--- src/rtl/bdu_bit_streamer_pkg.sv ---
// rtl/bdu_bit_streamer_pkg.sv - shared constants and types for the BDU bit streamer
package bdu_pkg;

  localparam int B_DEFAULT    = 32;
  localparam int ID_W_DEFAULT = 16;

  // Dimension codes carried on the code lines alongside each beat
  localparam logic [1:0] CODE_NONE = 2'b00;
  localparam logic [1:0] CODE_X    = 2'b01;
  localparam logic [1:0] CODE_Y    = 2'b10;
  localparam logic [1:0] CODE_Z    = 2'b11;

  typedef enum logic [1:0] {
    IDLE   = 2'd0,
    STREAM = 2'd1,
    WAIT   = 2'd2
  } stream_state_e;

  // Point layout at the default coordinate width
  typedef struct packed {
    logic [B_DEFAULT-1:0] x;
    logic [B_DEFAULT-1:0] y;
    logic [B_DEFAULT-1:0] z;
  } point_t;

  // Beats walk x, y, z for one bit position before moving to the next bit
  function automatic logic [1:0] next_code(input logic [1:0] code);
    return (code == CODE_Z) ? CODE_X : code + 2'd1;
  endfunction

endpackage

--- src/rtl/bdu_bit_streamer_if.sv ---
// rtl/bdu_bit_streamer_if.sv - query/reference intake, BDU beat link and retire report
interface bdu_bit_streamer_if #(
  parameter int B    = 32,
  parameter int ID_W = 16
);

  localparam int BW = $clog2(B);
  localparam int CW = $clog2(3 * B + 1);

  // Query load
  logic            q_load;
  logic [B-1:0]    q_x_in;
  logic [B-1:0]    q_y_in;
  logic [B-1:0]    q_z_in;

  // Reference handshake
  logic            ref_valid;
  logic            ref_ready;
  logic [B-1:0]    ref_x;
  logic [B-1:0]    ref_y;
  logic [B-1:0]    ref_z;
  logic [ID_W-1:0] ref_id;

  // Beat link to the BDU
  logic            valid;
  logic            q_bit;
  logic            r_bit;
  logic [1:0]      code;
  logic [BW-1:0]   b;
  logic            terminate;
  logic            done;

  // Outcome report
  logic            retire_valid;
  logic            retire_hit;
  logic [ID_W-1:0] retire_id;
  logic [CW-1:0]   retire_beats;
  logic            busy;

  modport master (
    input  q_load, q_x_in, q_y_in, q_z_in,
    input  ref_valid, ref_x, ref_y, ref_z, ref_id,
    input  terminate, done,
    output ref_ready,
    output valid, q_bit, r_bit, code, b,
    output retire_valid, retire_hit, retire_id, retire_beats, busy
  );

  modport slave (
    output q_load, q_x_in, q_y_in, q_z_in,
    output ref_valid, ref_x, ref_y, ref_z, ref_id,
    output terminate, done,
    input  ref_ready,
    input  valid, q_bit, r_bit, code, b,
    input  retire_valid, retire_hit, retire_id, retire_beats, busy
  );

endinterface

--- src/rtl/bdu_bit_streamer.sv ---
// rtl/bdu_bit_streamer.sv - serializes query/reference pairs MSB-first into one BDU
module bdu_bit_streamer
  import bdu_pkg::*;
#(
  parameter int B    = B_DEFAULT,
  parameter int ID_W = ID_W_DEFAULT
) (
  input logic                 clk,
  input logic                 rst,
  bdu_bit_streamer_if.master  bus
);

  localparam int BW     = $clog2(B);
  localparam int CW     = $clog2(3 * B + 1);
  localparam int NBEATS = 3 * B;

  typedef struct packed {
    logic [B-1:0] x;
    logic [B-1:0] y;
    logic [B-1:0] z;
  } coord_t;

  stream_state_e   state_q;
  coord_t          query_q;
  coord_t          ref_q;
  logic            query_loaded_q;
  logic [ID_W-1:0] id_q;
  logic [CW-1:0]   beats_q;

  logic            ref_ready_q;
  logic            valid_q;
  logic            q_bit_q;
  logic            r_bit_q;
  logic [1:0]      code_q;
  logic [BW-1:0]   b_q;
  logic            retire_valid_q;
  logic            retire_hit_q;
  logic [ID_W-1:0] retire_id_q;
  logic [CW-1:0]   retire_beats_q;
  logic            busy_q;

  coord_t          q_src_d;
  coord_t          r_src_d;
  logic [1:0]      code_d;
  logic [BW-1:0]   b_d;
  logic            first_q_bit_d;
  logic            first_r_bit_d;
  logic            step_q_bit_d;
  logic            step_r_bit_d;

  // Picks coordinate bit (B-1-bi) of the dimension named by code
  function automatic logic sel_bit(input coord_t p, input logic [1:0] code,
                                   input logic [BW-1:0] bi);
    logic [BW-1:0] ridx;
    ridx = BW'(B - 1) - bi;
    case (code)
      CODE_X:  sel_bit = p.x[ridx];
      CODE_Y:  sel_bit = p.y[ridx];
      CODE_Z:  sel_bit = p.z[ridx];
      default: sel_bit = 1'b0;
    endcase
  endfunction

  // Bit mux for the first beat (fresh operands) and for the following beat
  always_comb begin
    q_src_d = query_q;
    if (bus.q_load) begin
      q_src_d = '{x: bus.q_x_in, y: bus.q_y_in, z: bus.q_z_in};
    end
    r_src_d = '{x: bus.ref_x, y: bus.ref_y, z: bus.ref_z};

    code_d = next_code(code_q);
    b_d    = (code_q == CODE_Z) ? b_q + 1'b1 : b_q;

    first_q_bit_d = sel_bit(q_src_d, CODE_X, '0);
    first_r_bit_d = sel_bit(r_src_d, CODE_X, '0);
    step_q_bit_d  = sel_bit(query_q, code_d, b_d);
    step_r_bit_d  = sel_bit(ref_q, code_d, b_d);
  end

  // Streamer FSM: accept, one beat per cycle, wait for the BDU verdict, retire
  always_ff @(posedge clk) begin
    if (rst) begin
      state_q        <= IDLE;
      query_q        <= '0;
      ref_q          <= '0;
      query_loaded_q <= 1'b0;
      id_q           <= '0;
      beats_q        <= '0;
      ref_ready_q    <= 1'b0;
      valid_q        <= 1'b0;
      q_bit_q        <= 1'b0;
      r_bit_q        <= 1'b0;
      code_q         <= CODE_NONE;
      b_q            <= '0;
      retire_valid_q <= 1'b0;
      retire_hit_q   <= 1'b0;
      retire_id_q    <= '0;
      retire_beats_q <= '0;
      busy_q         <= 1'b0;
    end else begin
      retire_valid_q <= 1'b0;
      case (state_q)
        IDLE: begin
          if (bus.q_load) begin
            query_q        <= q_src_d;
            query_loaded_q <= 1'b1;
          end
          if (bus.ref_valid && ref_ready_q) begin
            ref_q       <= r_src_d;
            id_q        <= bus.ref_id;
            beats_q     <= CW'(1);
            state_q     <= STREAM;
            ref_ready_q <= 1'b0;
            busy_q      <= 1'b1;
            valid_q     <= 1'b1;
            code_q      <= CODE_X;
            b_q         <= '0;
            q_bit_q     <= first_q_bit_d;
            r_bit_q     <= first_r_bit_d;
          end else begin
            ref_ready_q <= query_loaded_q | bus.q_load;
          end
        end
        STREAM, WAIT: begin
          if (bus.terminate || bus.done) begin
            // Terminate wins when both arrive together
            retire_valid_q <= 1'b1;
            retire_hit_q   <= bus.done & ~bus.terminate;
            retire_id_q    <= id_q;
            retire_beats_q <= beats_q;
            state_q        <= IDLE;
            ref_ready_q    <= query_loaded_q;
            busy_q         <= 1'b0;
            valid_q        <= 1'b0;
            q_bit_q        <= 1'b0;
            r_bit_q        <= 1'b0;
            code_q         <= CODE_NONE;
            b_q            <= '0;
          end else if (state_q == STREAM) begin
            if (beats_q == CW'(NBEATS)) begin
              state_q <= WAIT;
              valid_q <= 1'b0;
              q_bit_q <= 1'b0;
              r_bit_q <= 1'b0;
              code_q  <= CODE_NONE;
              b_q     <= '0;
            end else begin
              beats_q <= beats_q + 1'b1;
              code_q  <= code_d;
              b_q     <= b_d;
              q_bit_q <= step_q_bit_d;
              r_bit_q <= step_r_bit_d;
            end
          end
        end
        default: state_q <= IDLE;
      endcase
    end
  end

  // A BDU may only declare a hit once it has seen every beat
  early_done_chk : assert property (@(posedge clk) disable iff (rst)
    !(state_q == STREAM && bus.done && !bus.terminate && beats_q < CW'(NBEATS)))
    else $error("bdu_bit_streamer: done before all beats were sent");

  assign bus.ref_ready    = ref_ready_q;
  assign bus.valid        = valid_q;
  assign bus.q_bit        = q_bit_q;
  assign bus.r_bit        = r_bit_q;
  assign bus.code         = code_q;
  assign bus.b            = b_q;
  assign bus.retire_valid = retire_valid_q;
  assign bus.retire_hit   = retire_hit_q;
  assign bus.retire_id    = retire_id_q;
  assign bus.retire_beats = retire_beats_q;
  assign bus.busy         = busy_q;

endmodule

--- src/flat_wrapper.sv ---
// flat-port wrapper written by rule: the top's interface ports become plain ports
module bdu_bit_streamer_flat import bdu_pkg::*;
#(
  parameter int B    = B_DEFAULT,
  parameter int ID_W = ID_W_DEFAULT
)
  (clk, rst, bus_q_load, bus_q_x_in, bus_q_y_in, bus_q_z_in, bus_ref_valid, bus_ref_x, bus_ref_y, bus_ref_z, bus_ref_id, bus_terminate, bus_done, bus_ref_ready, bus_valid, bus_q_bit, bus_r_bit, bus_code, bus_b, bus_retire_valid, bus_retire_hit, bus_retire_id, bus_retire_beats, bus_busy);
  bdu_bit_streamer_if #(.B(B), .ID_W(ID_W)) bus_i ();
  input logic clk;
  input logic rst;
  input wire logic [$bits(bus_i.q_load)-1:0] bus_q_load;
  input wire logic [$bits(bus_i.q_x_in)-1:0] bus_q_x_in;
  input wire logic [$bits(bus_i.q_y_in)-1:0] bus_q_y_in;
  input wire logic [$bits(bus_i.q_z_in)-1:0] bus_q_z_in;
  input wire logic [$bits(bus_i.ref_valid)-1:0] bus_ref_valid;
  input wire logic [$bits(bus_i.ref_x)-1:0] bus_ref_x;
  input wire logic [$bits(bus_i.ref_y)-1:0] bus_ref_y;
  input wire logic [$bits(bus_i.ref_z)-1:0] bus_ref_z;
  input wire logic [$bits(bus_i.ref_id)-1:0] bus_ref_id;
  input wire logic [$bits(bus_i.terminate)-1:0] bus_terminate;
  input wire logic [$bits(bus_i.done)-1:0] bus_done;
  output wire logic [$bits(bus_i.ref_ready)-1:0] bus_ref_ready;
  output wire logic [$bits(bus_i.valid)-1:0] bus_valid;
  output wire logic [$bits(bus_i.q_bit)-1:0] bus_q_bit;
  output wire logic [$bits(bus_i.r_bit)-1:0] bus_r_bit;
  output wire logic [$bits(bus_i.code)-1:0] bus_code;
  output wire logic [$bits(bus_i.b)-1:0] bus_b;
  output wire logic [$bits(bus_i.retire_valid)-1:0] bus_retire_valid;
  output wire logic [$bits(bus_i.retire_hit)-1:0] bus_retire_hit;
  output wire logic [$bits(bus_i.retire_id)-1:0] bus_retire_id;
  output wire logic [$bits(bus_i.retire_beats)-1:0] bus_retire_beats;
  output wire logic [$bits(bus_i.busy)-1:0] bus_busy;
  assign bus_i.q_load = bus_q_load;
  assign bus_i.q_x_in = bus_q_x_in;
  assign bus_i.q_y_in = bus_q_y_in;
  assign bus_i.q_z_in = bus_q_z_in;
  assign bus_i.ref_valid = bus_ref_valid;
  assign bus_i.ref_x = bus_ref_x;
  assign bus_i.ref_y = bus_ref_y;
  assign bus_i.ref_z = bus_ref_z;
  assign bus_i.ref_id = bus_ref_id;
  assign bus_i.terminate = bus_terminate;
  assign bus_i.done = bus_done;
  assign bus_ref_ready = bus_i.ref_ready;
  assign bus_valid = bus_i.valid;
  assign bus_q_bit = bus_i.q_bit;
  assign bus_r_bit = bus_i.r_bit;
  assign bus_code = bus_i.code;
  assign bus_b = bus_i.b;
  assign bus_retire_valid = bus_i.retire_valid;
  assign bus_retire_hit = bus_i.retire_hit;
  assign bus_retire_id = bus_i.retire_id;
  assign bus_retire_beats = bus_i.retire_beats;
  assign bus_busy = bus_i.busy;
  bdu_bit_streamer #(.B(B), .ID_W(ID_W)) u_core (.clk(clk), .rst(rst), .bus(bus_i));
endmodule
--- config.mk ---
export PLATFORM = sky130hd
export DESIGN_NAME = bdu_bit_streamer_flat
export DESIGN_NICKNAME = d
export VERILOG_FILES = /design/src/rtl/bdu_bit_streamer_pkg.sv /design/src/rtl/bdu_bit_streamer_if.sv /design/src/rtl/bdu_bit_streamer.sv /design/src/flat_wrapper.sv
export SDC_FILE = /design/constraint.sdc
export NUM_CORES = 1
export LEC_CHECK = 0
export BUFFER_PORTS_ARGS = -buffer_cell sky130_fd_sc_hd__buf_2
export CORE_UTILIZATION = 59
export DETAILED_ROUTE_END_ITERATION = 7
export GPL_TIMING_DRIVEN = 0
export PLACE_DENSITY = 0.88
export SYNTH_ARGS = -nofsm -noshare
export SYNTH_HDL_FRONTEND = slang
export SYNTH_SLANG_ARGS = --single-unit
export TNS_END_PERCENT = 1
--- constraint.sdc ---
create_clock -name clk -period 4.5 [get_ports clk]
set_input_delay 0.45 -clock clk [delete_from_list [all_inputs] [get_ports clk]]
set_output_delay 0.45 -clock clk [all_outputs]
set_load 0.03 [all_outputs]
==> key figures <==
Status
  – Outcome: finished, final reports clean

Synthesis
  – Dominant synthesized flop cell: dfxtp_1
  – Syn avg cell area: 7.89 um2
  – Synthesized net count: 1700
  – Synth Warn #: 0
  – Post-Synthesis Cell Area: approximately 0.012 mm2
  – Seq/Total Area, Yosys: 43.9%
  – Synth async-reset ratio: 0%
  – Cells after synthesis: 1475
  – #FFs+latches synth: 255
  – Synth cell types: 61
  – Post-synth EDFFs: 0

Global routing
  – Largest net degree at the start of global routing: 14
  – GR Overflow Total: 0
  – Initial antenna violation count: 0
  – Vias in the first global route: 11500
  – Global-route wire length before repair: 57100 um
  – Total GRT Usage: 36.1%

Floorplanning
  – Die width: around 140 um
  – Vert. Die Dim: 142 um
  – DIE AREA: 0.0203 mm2
  – Core area: 0.0190 mm2
  – Ports: 251
  – Initial core utilization: a little over 60%
  – Rows: 50

Worst setup path
  – CP dominant cell by count: o211ai_1
  – Worst Setup End Kind: register
  – Kind of critical path: register to register
  – Critical-path top delay cell: xnor2_1
  – Max incr delay on CP: ~1000 ps
  – Delay-heaviest family, CP: XOR/XNOR gates
  – Setup crit start kind: register
  – Cell Chain, Critical Path: ha_1 -> buf_4 -> nand4_2 -> xnor2_1 -> nor2_1 -> o2111a_1 -> a41oi_1 -> o211ai_1 -> a211oi_1 -> o211ai_1
  – CP arrival: 3650 ps
  – CP bufs+invs: 1
  – WP data required: a little under 5000 ps
  – Crit Path Max Fanout: 10

Placement
  – Port-buffer cells: 249
  – Final RePlAce weighted congestion: 0.952
  – Detail Placement HPWL: 27000 um
  – DP Worst Slack: 1420 ps

Clock tree
  – Post-CTS sizing: 0
  – CTS tree: yes
  – CTS Hold Bufs: 0
  – Reg clk slew, reported paths: ~60 ps
  – Clock tree buffer depth: 3
  – Root buf cell: clkbuf_16
  – H-tree depth: 1
  – Num CTS Buffers: 27
  – Clk_lat worst skew: 530 ps
  – Setup repair bufs after CTS: 0
  – TritonCTS Sinks: 255

Finish
  – Seq. cell area: 0.00510 mm2
  – Fillcell total: approximately 1500
  – Fin util: between 70% and 80%
  – Commonest non-fill, non-tap cell in the layout: nand2_1
  – Share of layout cells above drive strength 1: 19.5%
  – Area Overhead vs Synth: 20.7%
  – Multi-input logic area: 0.00598 mm2
  – Fin nets: 1978
  – Most frequent cells in the layout: 490 x nand2_1, 267 x buf_2, 255 x dfxtp_1, 248 x a21oi_1, 83 x clkbuf_1

Timing
  – Min Hold Slack: 150 ps
  – Worst Tran Pin Value: ~1300 ps
  – Peak Freq: 308 MHz
  – Clock Skew: 9.84 ps
  – Setup TNS: 0 ps
  – Hold Fails Final Rpt: 0
  – Final setup viols: 0
  – Final Slew Violations: 0
  – Fin crit period: 3250 ps
  – Slew margin rel.: a little over an eighth
  – Tcrit/Tclk final: between 70% and 80%
  – Worst setup margin: 1250 ps
  – RSZ-0062 raised after global routing: false

Power
  – Switching power: 1.87 mW
  – Pwr per Cell Area: 427 mW/mm2
  – Peak supply drop: approximately 320 uV
  – Clk network pwr share: 35.1%
  – Leak: 5.47 nW
  – Switching part of the total: 31.1%
  – Cell-internal power: 4.14 mW
  – Comb power frac: 20.5%
  – Sequential Power Share: between 40% and 50%

Routing
  – # DRC: 0
  – Wire per inst: 18.3 um
  – Vias: 12000
  – Starting DRT DRC Count: between 1000 and 1500
  – Routed Antenna Nets: 0
  – Via density: ~5.9
  – Final WL: 37200 um
  – DR pass1 iterations: 6

Worst hold path
  – Hold Path Class: primary input to register

Flow run
  – Max-Cap Viols: 0
synth_stat cells (all sizes together), types with 3 or more instances:
cell | n | area share [%]
a211oi | 13 | 0.84
a21oi | 248 | 11
a221oi | 4 | 0.30
a22oi | 6 | 0.39
a31oi | 4 | 0.22
a32oi | 3 | 0.23
buf | 41 | 1.9
clkbuf | 75 | 2.4
dfxtp | 255 | 44
ha | 11 | 1.2
inv | 12 | 0.39
mux2i | 71 | 6.1
mux4 | 19 | 3.8
nand2 | 491 | 16
nand2b | 3 | 0.16
nand3 | 18 | 0.77
nand3b | 6 | 0.39
nand4 | 5 | 0.32
nor2 | 32 | 1.0
nor2b | 9 | 0.48
nor3 | 21 | 0.90
nor3b | 5 | 0.32
o211ai | 5 | 0.32
o21ai | 27 | 1.2
o22ai | 39 | 2.1
o311ai | 4 | 0.30
or3 | 3 | 0.16
xnor2 | 4 | 0.37
xor2 | 9 | 0.81
cells by family (layout without fill, tap and decap cells):
family,Yosys count,after routing,share of synthesized area [%]
simple gates,603,603,21.0
compound gates,372,372,17.9
flops,255,255,43.9
buf+inv,129,426,4.74
mux,92,92,10.1
xor+xnor,13,13,1.17
fa+ha+maj,11,11,1.18
other cells,0,1,0
worst register-to-register path, delay by kind of cell, from the launching register on:
family | cells | cell delay [ps]
compound gates | 5 | 870
flops | 1 | 400
simple gates | 2 | 450
fa+ha+maj | 1 | 190
buf+inv | 1 | 170
xor+xnor | 1 | 1040
worst paths after layout:
path                                 from                      end  slack, ps  cells after the start
setup reg to reg       u_core.bus.code[1]         u_core.bus.r_bit       1250                     10
hold / removal              bus_ref_z[14]         u_core.ref_q[14]        150                      3
hold reg to reg   u_core.bus.retire_id[9]  u_core.bus.retire_id[9]        450                      2
setup / recovery       u_core.bus.code[1]         u_core.bus.r_bit       1250                     10
routing by layer:
metal  part of all wire [%]  GRT usage (%)  wire length (um)  vias up
met3                     10           7.07              3750      164
met1                     39           44.2             14400     5529
met5                      0              0                 0        -
met2                     46           59.5             17000      722
met4                    5.6           20.0              2080        0
li1                       -              -                 -     5618
sequential cells by signal, indices dropped and copies added (netlist names), 2 cells and up:
register	count
u_core.ref_q	96
u_core.bus.retire_id	16
u_core.id_q	16
u_core.bus.code	2
u_core.state_q	2
u_core.beats_q	7
u_core.query_q	96
u_core.bus.b	5
u_core.bus.retire_beats	7
power by group through the flow:
stage | sequential [mW] | combinational, mW | clock [mW]
final | 2.66 | 1.23 | 2.11
after global routing | 2.68 | 1.35 | 2.20
after CTS | 2.65 | 1.21 | 2.11
after detailed placement | 2.70 | 1.20 | 0
after global placement | 2.68 | 1.16 | 0
after floorplan | 2.70 | 0.769 | 0
layout make-up:
type                       instances  share of cell area (%)
multi-input combinational       1091                    42.6
sequential                       255                    36.3
timing repair buffer             249                    8.87
clock buffer                      42                    5.71
buffer                           116                    3.58
tap                              260                    2.32
inverter                          13                   0.347
clock inverter                     6                   0.258
antenna                            1                  0.0178
through the flow:
stage                     std cells  instance area, um2  total power [mW]
after floorplan                1475               11600              3.47
after global placement         1984               13200              3.84
after global routing           2032               14000              6.24
after CTS                      2032               14000              5.97
after detailed placement       1984               13200              3.89
final                          2033               14000              6.00
(Power assumes the default switching activity.)
